--- src/rtl/mire_pkg.sv ---
// Shared types and constants for the grid test-pattern Wishbone writer.
package mire_pkg;

    typedef enum logic [1:0] {
        IDLE  = 2'd0,
        WRITE = 2'd1,
        PAUSE = 2'd2
    } mire_state_t;

    typedef logic [31:0] pixel_t;

    localparam pixel_t     WHITE            = 32'h00FF_FFFF;
    localparam pixel_t     BLACK            = 32'h0000_0000;
    localparam logic [2:0] WSHB_CTI_CLASSIC = 3'b000;
    localparam logic [1:0] WSHB_BTE_LINEAR  = 2'b00;

    // A pixel lies on the grid when either coordinate is a multiple of the pitch.
    function automatic pixel_t grid_pixel(input logic [31:0] px, input logic [31:0] py,
                                          input logic [31:0] mask);
        if (((px & mask) == 32'd0) || ((py & mask) == 32'd0))
            return WHITE;
        else
            return BLACK;
    endfunction

endpackage

--- src/rtl/mire_pix_counter.sv ---
// Raster position, byte address and pixel colour of the pixel currently on the bus.
// Advances once per accepted write and wraps at the end of each frame.
module mire_pix_counter
    import mire_pkg::*;
#(
    parameter int          HDISP     = 800,
    parameter int          VDISP     = 480,
    parameter logic [31:0] BASE_ADDR = 32'h0,
    parameter int          GRID      = 16
) (
    input  logic        sys_clk,
    input  logic        sys_rst,
    input  logic        advance,
    output logic [31:0] adr,
    output pixel_t      pixel,
    output logic        frame_done
);

    localparam int             XW    = (HDISP > 1) ? $clog2(HDISP) : 1;
    localparam int             YW    = (VDISP > 1) ? $clog2(VDISP) : 1;
    localparam logic [XW-1:0]  XMAX  = XW'(HDISP - 1);
    localparam logic [YW-1:0]  YMAX  = YW'(VDISP - 1);
    localparam logic [31:0]    GMASK = 32'(GRID - 1);

    logic [XW-1:0] x;
    logic [XW-1:0] x_nxt;
    logic [YW-1:0] y;
    logic [YW-1:0] y_nxt;
    logic [31:0]   adr_nxt;
    logic          last;

    assign last = (x == XMAX) && (y == YMAX);

    always_comb begin
        x_nxt   = x;
        y_nxt   = y;
        adr_nxt = adr;
        if (advance) begin
            if (x == XMAX) begin
                x_nxt = '0;
                y_nxt = (y == YMAX) ? '0 : y + 1'b1;
            end else begin
                x_nxt = x + 1'b1;
            end
            // Address steps by one word per pixel; the frame wrap reloads the base.
            adr_nxt = last ? BASE_ADDR : adr + 32'd4;
        end
    end

    always_ff @(posedge sys_clk or posedge sys_rst) begin
        if (sys_rst) begin
            x          <= '0;
            y          <= '0;
            adr        <= BASE_ADDR;
            pixel      <= WHITE;
            frame_done <= 1'b0;
        end else begin
            x          <= x_nxt;
            y          <= y_nxt;
            adr        <= adr_nxt;
            pixel      <= grid_pixel(32'(x_nxt), 32'(y_nxt), GMASK);
            frame_done <= advance && last;
        end
    end

endmodule

--- src/rtl/mire_wshb_writer.sv ---
// Wishbone B4 classic master filling the frame buffer with a grid pattern, yielding cyc periodically.
// Optional feature: define MIRE_WSHB_RETRY_EN to re-issue a write answered with err or rty.
module mire_wshb_writer
    import mire_pkg::*;
#(
    parameter int          HDISP     = 800,
    parameter int          VDISP     = 480,
    parameter logic [31:0] BASE_ADDR = 32'h0,
    parameter int          GRID      = 16,
    parameter int          PERIOD    = 64
) (
    input  logic        sys_clk,
    input  logic        sys_rst,
    input  logic        enable,
    input  logic        ack,
    input  logic        err,
    input  logic        rty,
    output logic        cyc,
    output logic        stb,
    output logic        we,
    output logic [31:0] adr,
    output logic [31:0] dat_ms,
    output logic [3:0]  sel,
    output logic [2:0]  cti,
    output logic [1:0]  bte,
    output logic        frame_done
);

    localparam int TW = $clog2(PERIOD + 1);

    mire_state_t   state;
    mire_state_t   state_nxt;
    logic          cyc_q;
    logic          cyc_nxt;
    logic          stb_q;
    logic          stb_nxt;
    logic [TW-1:0] tenure;
    logic [TW-1:0] tenure_nxt;
    logic          resp;
    logic          done;
    logic          retry;
    pixel_t        pixel;

    assign resp = (state == WRITE) && stb_q && (ack || err || rty);

`ifdef MIRE_WSHB_RETRY_EN
    assign retry = (state == WRITE) && stb_q && (err || rty);
    assign done  = resp && !retry;
`else
    assign retry = 1'b0;
    assign done  = resp;
`endif

    mire_pix_counter #(
        .HDISP     (HDISP),
        .VDISP     (VDISP),
        .BASE_ADDR (BASE_ADDR),
        .GRID      (GRID)
    ) u_pix_counter (
        .sys_clk    (sys_clk),
        .sys_rst    (sys_rst),
        .advance    (done),
        .adr        (adr),
        .pixel      (pixel),
        .frame_done (frame_done)
    );

    always_comb begin
        state_nxt  = state;
        cyc_nxt    = cyc_q;
        stb_nxt    = stb_q;
        tenure_nxt = tenure;
        case (state)
            IDLE: begin
                cyc_nxt = enable;
                stb_nxt = enable;
                if (enable)
                    state_nxt = WRITE;
            end
            WRITE: begin
                cyc_nxt = 1'b1;
                if (done) begin
                    tenure_nxt = tenure + 1'b1;
                    if (tenure_nxt == TW'(PERIOD)) begin
                        state_nxt = PAUSE;
                        cyc_nxt   = 1'b0;
                        stb_nxt   = 1'b0;
                    end else if (!enable) begin
                        state_nxt = IDLE;
                        cyc_nxt   = 1'b0;
                        stb_nxt   = 1'b0;
                    end else begin
                        stb_nxt = 1'b1;
                    end
                end else begin
                    // A retried write drops stb for one cycle, then the same beat is offered again.
                    stb_nxt = !retry;
                end
            end
            PAUSE: begin
                tenure_nxt = '0;
                cyc_nxt    = enable;
                stb_nxt    = enable;
                state_nxt  = enable ? WRITE : IDLE;
            end
            default: begin
                state_nxt = IDLE;
                cyc_nxt   = 1'b0;
                stb_nxt   = 1'b0;
            end
        endcase
    end

    always_ff @(posedge sys_clk or posedge sys_rst) begin
        if (sys_rst) begin
            state  <= IDLE;
            cyc_q  <= 1'b0;
            stb_q  <= 1'b0;
            tenure <= '0;
        end else begin
            state  <= state_nxt;
            cyc_q  <= cyc_nxt;
            stb_q  <= stb_nxt;
            tenure <= tenure_nxt;
        end
    end

    assign cyc    = cyc_q;
    assign stb    = stb_q;
    assign we     = stb_q;
    assign sel    = stb_q ? 4'hF : 4'h0;
    assign dat_ms = stb_q ? pixel : BLACK;
    assign cti    = WSHB_CTI_CLASSIC;
    assign bte    = WSHB_BTE_LINEAR;

endmodule

--- config.mk ---
export PLATFORM = sky130hd
export DESIGN_NAME = mire_wshb_writer
export DESIGN_NICKNAME = d
export VERILOG_FILES = /design/src/rtl/mire_pkg.sv /design/src/rtl/mire_pix_counter.sv /design/src/rtl/mire_wshb_writer.sv
export SDC_FILE = /design/constraint.sdc
export NUM_CORES = 1
export LEC_CHECK = 0
export CAP_MARGIN = 20
export CORE_ASPECT_RATIO = 1.75
export CORE_MARGIN = 2
export CORE_UTILIZATION = 57
export CTS_BUF_LIST = sky130_fd_sc_hd__clkbuf_8
export CTS_CLUSTER_DIAMETER = 80
export DETAILED_ROUTE_END_ITERATION = 12
export PLACE_DENSITY = 0.88
export SYNTH_ARGS = -nofsm -noshare
export SYNTH_HDL_FRONTEND = slang
export SYNTH_HIERARCHICAL = 1
export SYNTH_SLANG_ARGS = --single-unit
--- constraint.sdc ---
create_clock -name sys_clk -period 3.9 [get_ports sys_clk]
set_clock_uncertainty 0.05 [all_clocks]
set_input_delay 0.585 -clock sys_clk [delete_from_list [all_inputs] [get_ports sys_clk]]
set_output_delay 0.585 -clock sys_clk [all_outputs]
set_load 0.03 [all_outputs]
# Word level (Yosys, flattened, before mapping)
# Index checks and enable logic that the tools add are counted.
# op_classes
n_addsub,4
multipliers,0
div_mod_pow,0
magnitude_cmp,0
eq_ne,8
shifts,0
muxes,21
bitwise_logic,0
reduce_logical,15
# op_table
operator,n
32-bit zero test,2
24-bit 2-to-1 mux,2
"32-bit by 3-bit adder with 32-bit output, second input constant",1
32-bit 2-to-1 mux,1
4-bit 2-to-1 mux,4
7-bit case mux with 2 select lines,1
"10-bit by 1-bit adder with 10-bit output, second input constant",1
"10-bit == test, second input constant",1
10-bit 2-to-1 mux,1
"9-bit by 1-bit adder with 9-bit output, second input constant",1
"9-bit == test, second input constant",1
9-bit 2-to-1 mux,1
2-bit 2-to-1 mux,4
"7-bit by 1-bit adder with 7-bit output, second input constant",1
"7-bit == test, second input constant",1
7-bit 2-to-1 mux,1
2-bit case mux with 3 select lines,1
1-bit logical AND,4
1-bit 2-to-1 mux,4
2-bit AND reduction,2
1-bit logical OR,3
"3-bit by 2-bit != test with 1-bit output, second input constant",1
3-bit AND reduction,1
"2-bit by 1-bit == test with 1-bit output, second input constant",1
other kinds (7),7
# totals
ff_bits,86
latchBits,0
ram_bits,0
romBits,0
in_bits,6
out_inout_bits,77
word_cells,58
n_memories,0

# Longest topological paths before layout
# Gate-level depths: netlist of run 1.
# depth
ltp_word,7
depth_mapped,8
mapped_depth_nobuf,6

# Hierarchy
# The synthesis of run 1 kept the hierarchy.
# modules_own_cells
mod,n_inst,cells_per_inst,area_per_inst_um2,seq_area_each_um2
mire_pix_counter,1,312,2939.1,1277.5
mire_wshb_writer,1,104,883.3,250.2

# Worst setup path after synthesis of run 1
# OpenSTA, ideal clock, no wires.
# synth_timing
path_kind,register to register
start,reg stb_q (netlist: stb)
end,reg u_pix_counter.adr[18]
setup_ns,0.073
arrival_ns,2.395
t_required_ns,3.777
setup_slack_ns,1.382
stages_incl_launch_ff,8
n_path_buf,1
period_less_slack_ns,2.518
cell_sequence,dfrtp_1 nand3b_2 nor2_4 nand4_1 or3_1 buf_2 or4_4 a21oi_2
# synth_via
elab_chain_cells,2
# synth_lines
element,line,text
start: declaration,mire_wshb_writer.sv:35,logic stb_q;
start signal: assignment,mire_wshb_writer.sv:123,stb_q <= stb_nxt;
1-bit logical AND (2 in a row),mire_wshb_writer.sv:44,assign resp = (state == WRITE) && stb_q && (ack || err || rty);
net done,mire_wshb_writer.sv:40,logic done;
end signal: assignment,mire_pix_counter.sv:60,adr <= adr_nxt;
end: declaration,mire_pix_counter.sv:14,"output logic [31:0] adr,"
# The timed path passes the listed nets, and every way through them passes these cells.
# A chain may end at the register's enable or synchronous reset.

# Worst setup path in the final report of run 1
# layout_timing
start,in ack
end,reg u_pix_counter.adr[29]
# layout_via
elab_chain_cells,3
# layout_lines
element,line,text
start: declaration,mire_wshb_writer.sv:15,"input logic ack,"
1-bit logical OR (2 in a row),mire_wshb_writer.sv:44,
1-bit logical AND,mire_wshb_writer.sv:44,
net done,mire_wshb_writer.sv:40,
# The timed path passes the listed nets, and every way through them passes these cells.

==> results of run 1 <==
[registers in the layout (all words and copies together) (netlist names)]
signal	flops
u_pix_counter/adr	30
u_pix_counter/x	10
u_pix_counter/y	9
tenure	7
state	2
stb	1
u_pix_counter/frame_done	1
u_pix_counter/pixel	1
[metrics by stage]
step / area, µm² / util, % / setup WS, ps / hold WS [ps] / total power, mW
detailed placement: 4270 / 65.8 / 664 / 413 / 1.55
finish: 4460 / 68.7 / 1020 / 428 / 2.04
global route: 4460 / 68.7 / 914 / 452 / 2.15
global placement: 4270 / 65.8 / 791 / 413 / 1.52
CTS: 4440 / 68.4 / 1070 / 422 / 2.05
floorplan: 3870 / - / 1380 / 375 / 1.31
[synth_stat cells, types with 2 or more instances]
| master | number | area (µm²) |
|---|---|---|
| xor2_1 | 15 | 131 |
| nor4_1 | 6 | 37.5 |
| o21ai_1 | 3 | 15.0 |
| dfrtp_1 | 60 | 1500 |
| nand3_1 | 19 | 95.1 |
| buf_4 | 44 | 330 |
| inv_1 | 6 | 22.5 |
| o21ai_0 | 12 | 60.1 |
| and4_1 | 12 | 105 |
| mux2i_1 | 6 | 60.1 |
| ha_1 | 4 | 50.1 |
| or4_1 | 7 | 52.6 |
| clkbuf_1 | 6 | 22.5 |
| nor3_1 | 2 | 10.0 |
| nor2_1 | 24 | 90.1 |
| buf_2 | 8 | 40.0 |
| a21oi_1 | 24 | 120 |
| nand2_1 | 28 | 105 |
| and3_1 | 10 | 62.6 |
| and2_1 | 33 | 206 |
| conb_1 | 2 | 7.51 |
| o41ai_1 | 2 | 17.5 |
| nor2b_1 | 5 | 31.3 |
| nor3b_2 | 2 | 25.0 |
| o31ai_1 | 10 | 75.1 |
| xnor2_1 | 10 | 87.6 |
| nand4_1 | 22 | 138 |
| or3_1 | 8 | 50.1 |
| nand4b_1 | 2 | 17.5 |
[worst reg2reg max path: cells and delay by family (launching register included)]
family,cells,cell delay [ps]
AO/OA/AOI/OAI,1,160
flip-flops,1,410
AND/OR/NAND/NOR,5,2120
[report_power, final]
part | total, mW | switching (mW) | leakage (nW) | internal [mW]
combinational | 0.689 | 0.405 | 0.934 | 0.284
sequential | 0.863 | 0.147 | 0.817 | 0.715
clock | 0.489 | 0.235 | 0.104 | 0.255
total | 2.04 | 0.787 | 1.85 | 1.25
[logic make-up (layout without fill, tap and decap cells)]
kind of cell	Yosys count	after routing	synth area share, %
other	2	15	0.196
adders and majority gates	4	4	1.31
AOI/OAI and AO/OA	61	61	9.89
DFF	61	61	40.0
xor gates and xnor gates	25	25	5.73
muxes	7	7	1.87
buffers and inverters	67	95	11.5
and+or+nand+nor	189	189	29.6
[worst max-delay path by stage]
stage                     startpoint               endpoint  slack, ps  cells after the start
after global routing             err  u_pix_counter/adr[27]        910                      7
final                            ack  u_pix_counter/adr[29]       1020                      7
after floorplan                  stb  u_pix_counter/adr[18]       1380                      7
after detailed placement         ack  u_pix_counter/adr[29]        660                      7
after global placement           ack  u_pix_counter/adr[25]        790                      7
after CTS                        ack  u_pix_counter/adr[29]       1070                      7
[area by class of cell]
cell class | count | area, µm²
Timing Repair Buffer | 73 | 728
Multi-Input combinational cell | 301 | 1910
Clock inverter | 5 | 20.0
Sequential cell | 61 | 1530
Fill cell | 512 | 2030
Inverter | 6 | 22.5
Clock buffer | 11 | 151
Tap cell | 82 | 103
[per-layer routing]
metal / track usage (%) / share of wire, % / vias up
met5: 0 / 0 / -
met4: 13.1 / 3.0 / 0
li1: - / - / 1508
met2: 44.2 / 54 / 144
met1: 25.3 / 36 / 1581
met3: 6.31 / 7.2 / 25
==> metrics.md, run 1 <==
| Metric | Value |
|---|---|
| Inserted Clock Buffers | 9 |
| Final WL | 8.64 mm |
| Async set-reset flop share out of synthesis | 100% |
| Status | finished clean |
| Core Area | 6490 µm² |
| Worst Setup End Kind | flop |
| NumNets Final | 462 |
| Clock Path Buffers | 2 |
| Final setup TNS | 0 ps |
| Synth Register Bits | 61 |
| Crit start category | primary input |
| Period utilisation layout | 73.9% |
| Largest net degree at the start of global routing | 52 |
| Die ar. | 7400 µm² |
| Top FF cell, synth | dfrtp_1 |
| Initial antenna violation count | 0 |
| Critical Path Max Stage Delay | 640 ps |
| Mean area per synthesized cell | 9.19 µm² |
| Post-Layout Cell Count | 539 |
| Worst EP arrival | 3110 ps |
| Reg2reg end | u_pix_counter/adr[29] |
| Worst r2r src | state[1] |
| Post-DRT Antenna Nets | 0 |
| Hold path depth | 1 |
| Worst-Margin Slew | 564 ps |
| Buf/Inv on CP | 1 |
| Vias/cell | 6.04 |
| Worst-Skew Late Latency | 350 ps |
| Layout cells sized above 1 | 7.00% |
| Clk slew on worst S/H paths | 70 ps |
| MaxCap Viol Count | 0 |
| Sequential-to-total area share from yosys stat | 40.0% |
| Drt first pass iters | 5 |
| DRT iter0 DRCs | 198 |
| Root Driver | clkbuf_8 |
| EDFF count, synth | 0 |
| Postcts setup bufs | 0 |
| DPL Wire Length | 6.08 mm |
| Ports | 83 |
| Post-CTS resize count | 0 |
| Count of pins over their slew limit | 0 |
| Row count | 39 |
| Sink Count | 61 |
| Hold_buf cts | 0 |
| Initial cell density of the core | 58.9% |
| Post-Syn Area | 3820 µm² |
| DRC | 0 |
| CP Cell Sequence | clkdlybuf4s50_1 > nor3_4 > nor2_4 > and4_1 > nand3_1 > or4_1 > a21oi_1 |
| Placed Cells | 522 |
| Gr ovfl total | 0 |
| WP data required | 4130 ps |
| Worst relative slew slack | 62.3% |
| Yosys warning count | 6 |
| Most frequent cells in the layout | clkdlybuf4s50_1, dfrtp_1, and2_1, nand2_1, a21oi_1 |
| Max VDD drop | 0.311 mV |
| Hold path start | u_pix_counter/y[7] |
| Vias | 3,258 |
| CTS H-tree lvls | 3 |
| Vias in the first global route | 3,076 |
| Total Routing Usage GR | 24.6% |
| Crit path max-delay family | simple AND/OR/NAND/NOR gates |
| FF-to-FF setup slack | 1080 ps |
| First-pass GRT wire length | 14.1 mm |
| Commonest non-fill, non-tap cell in the layout | clkdlybuf4s50_1 |
| HP Class | reg2reg |
| Critical setup path kind | in2reg |
| Sink of the worst hold path | u_pix_counter/y[7] |
| Netlist cell types | 53 |
| Leak Pwr | 1.85 nW |
| # diodes | 0 |
| RSZ-0062 raised after global routing | no |
| Power per cell area | 458 nW/µm² |
| Routability cong. | 0.878 |
| Max FO, Critical Path | 17 |
| Max Fclk | 0.347 GHz |
| Critical-path top delay cell | or4_1 |
| Syn Inst Count | 416 |
| Setup violators final | 0 |
| Reg2Reg Depth | 6 |
| WL/cell | 16.0 µm |
| Die X | 65.9 µm |
| Final hold viol count | 0 |
| P&R area growth vs syn | 16.7% |
| CTS tree | built |
| Die Y | 112 µm |
| Min Tclk post-route | 2880 ps |
| Port buffer count | 67 |
Power figures use the tool's default switching activity.
==> inputs of run 2 (changes only) <==
CORE_UTILIZATION = 53   (was 57)
PLACE_DENSITY = 0.83   (was 0.88)
clock period = 2.7 ns   (was 3.9 ns; I/O delays follow)
==> run 2 against run 1 <==
Compared with the run above: count of clock-buffer cells in the layout fell by 2; first-iteration DRC count fell by 9.6%; via count fell by 2.5%; highest routed layer unchanged; total power rose by 51%; combinational power rose by 42%; die area rose by 7.2%; sequential power rose by 43%; wire length fell by 7.7%; register-to-register slack got worse by 740 ps; global-route usage fell by 2.9 points; worst setup slack got worse by 670 ps; final area rose by 2.6%.
==> metrics.md, run 2 (synthesis results as in run 1) <==
| Metric | Value |
|---|---|
| Layout cells sized above 1 | 9.66% (+2.7 points) |
| Vias in the first global route | 2,950 (-4.1%) |
| Vias | 3,176 (-2.5%) |
| Die X | 68.2 µm (+3.5%) |
| DRC | 0 (unchanged) |
| RSZ-0062 raised after global routing | no |
| Core Area | 7080 µm² (+9.1%) |
| # fillers | 620 (+21%) |
| Final WL | 7.97 mm (-7.7%) |
| Worst-Skew Late Latency | 340 ps (about the same) |
| WP data required | 2910 ps (-1220 ps) |
| Most frequent cells in the layout | clkdlybuf4s50_1, dfrtp_1, and2_1, nand2_1, a21oi_1 |
| Power per cell area | 674 nW/µm² (+47%) |
| MaxCap Viol Count | 0 (unchanged) |
| Vias/cell | 5.75 (-4.8%) |
| Post-DRT Antenna Nets | 0 (unchanged) |
| P&R area growth vs syn | 19.7% |
| Max FO, Critical Path | 10 (-7) |
| CTS tree | built |
| Worst relative slew slack | 48.0% (-14 points) |
| Reg2Reg Depth | 7 (+1) |
| Row count | 41 (+5.1%) |
| Psw | 1.12 mW (+43%) |
| Max Fclk | 0.425 GHz |
| Comb power frac | 31.8% (-1.9 points) |
| Count of pins over their slew limit | 0 (unchanged) |
| Min Tclk post-route | 2360 ps |
| Register area | 1530 µm² (unchanged) |
| # diodes | 0 (unchanged) |
| Largest net degree at the start of global routing | 42 (-19%) |
| Drt first pass iters | 4 (-1) |
| Sink Count | 61 (unchanged) |
| Worst Setup End Kind | flop |
| Routability cong. | 0.859 (-2.2%) |
| Final hold viol count | 0 (unchanged) |
| CTS H-tree lvls | 3 (unchanged) |
| Final setup TNS | 0 ps (unchanged) |
| Total Routing Usage GR | 21.7% (-2.9 points) |
| Inserted Clock Buffers | 9 (unchanged) |
| Sw Ratio | 36.4% (-2.1 points) |
| Period utilisation layout | 87.2% |
| Biggest regs | u_pix_counter/adr (30), u_pix_counter/x (10), u_pix_counter/y (9) |
| Leak Pwr | 1.90 nW (+2.3%) |
| Worst Slack Setup Final | 344 ps (-674 ps) |
| Worst EP arrival | 2560 ps (-550 ps) |
| HP Class | in2async |
| Finished Core Util | 64.6% (-4.1 points) |
| Pre-CTS setup slack | 120 ps (-543 ps) |
| Crit start category | flop |
| Clock Path Buffers | 2 (unchanged) |
| Hold_buf cts | 0 (unchanged) |
| Worst-Margin Slew | 778 ps (+215 ps) |
| First-pass GRT wire length | 13.2 mm (-6.5%) |
| DPL Wire Length | 5.84 mm (-3.9%) |
| Ports | 83 (unchanged) |
| Largest reg by FF count | u_pix_counter/adr |
| Die ar. | 7930 µm² (+7.2%) |
| Worst r2r src | state[1] |
| Status | finished clean |
| Clk pwr share | 28.3% (+4.3 points) |
| Seq pwr share | 39.8% (-2.5 points) |
| Initial cell density of the core | 54.0% (-4.9 points) |
| Gr ovfl total | 0 (unchanged) |
| Commonest non-fill, non-tap cell in the layout | clkdlybuf4s50_1 |
| DRT iter0 DRCs | 179 (-9.6%) |
| Multi-input combinational cell area | 1910 µm² (unchanged) |
| Postcts setup bufs | 0 (unchanged) |
| Clk slew on worst S/H paths | 70 ps (about the same) |
| Internal cell power | 1.96 mW (+56%) |
| Max reg flops | 30 (unchanged) |
| Post-CTS resize count | 0 (unchanged) |
| Critical setup path kind | reg2reg |
| Die Y | 116 µm (+3.6%) |
| NumNets Final | 471 (+1.9%) |
| Setup violators final | 0 (unchanged) |
| Root Driver | clkbuf_8 |
| Setup crit start | state[1] |
| Max VDD drop | 0.569 mV (+83%) |
| Port buffer count | 67 (unchanged) |
| Total power | 3.08 mW (+51%) |
| WL/cell | 14.4 µm (-9.9%) |
| Initial antenna violation count | 0 (unchanged) |
==> run 2: cell count changes in the layout (fill, tap and decap cells not counted), sizes merged <==
cell	delta
buf	+9
bufinv	+2
clkbuf	-2
clkinv	+2
clkinvlp	+2
inv	-4
==> run 2: layer usage <==
metal | GRT usage (%) | vias to the layer above | wire (µm)
met1 | 24.3 | 1523 | 3140
met5 | 0 | - | 0
li1 | - | 1527 | -
met2 | 37.9 | 111 | 4160
met3 | 4.53 | 15 | 477
met4 | 10.8 | 0 | 197
==> run 2: path summary, 6_finish.rpt <==
kind,end,slack (ps)
worst max-delay path,u_pix_counter/adr[19],340
worst min-delay path,tenure[1],340
worst max register to register,u_pix_counter/adr[19],340
worst min register to register,u_pix_counter/x[7],450
max in group asynchronous,u_pix_counter/x[9],1460
min in group sys_clk,u_pix_counter/x[7],450
==> run 2: critical path: stages (launching register included) <==
cell and delay (ps):
dfrtp_1 400, nand3b_2 320, nor2_4 290, and4_1 270, nand3_1 210, buf_4 240
or3_1 340, a21oi_1 160
==> run 2: per-stage QoR <==
| step | hold slack [ps] | instance area, µm² | cells |
|---|---|---|---|
| final | 337 | 4580 | 552 |
| after global routing | 385 | 4580 | 552 |
| after CTS | 339 | 4580 | 552 |
| after detailed placement | 432 | 4360 | 536 |
| after global placement | 419 | 4360 | 536 |
| after floorplan | 195 | 3870 | 429 |
==> run 2: cell type report <==
cell class                 count  area share [%]
tap                           86            2.35
multi-input combinational    301            41.7
inverter                       6           0.492
timing repair buffer          82            17.4
clock inverter                 7            1.97
sequential                    61            33.4
clock buffer                   9            2.71
==> run 2: power by group through the flow <==
stage | registers [mW] | logic (mW) | clock network (mW)
finish | 1.23 | 0.981 | 0.874
global route | 1.25 | 1.06 | 0.941
CTS | 1.22 | 0.987 | 0.891
detailed placement | 1.24 | 0.985 | 0
global placement | 1.23 | 0.958 | 0
floorplan | 1.26 | 0.639 | 0
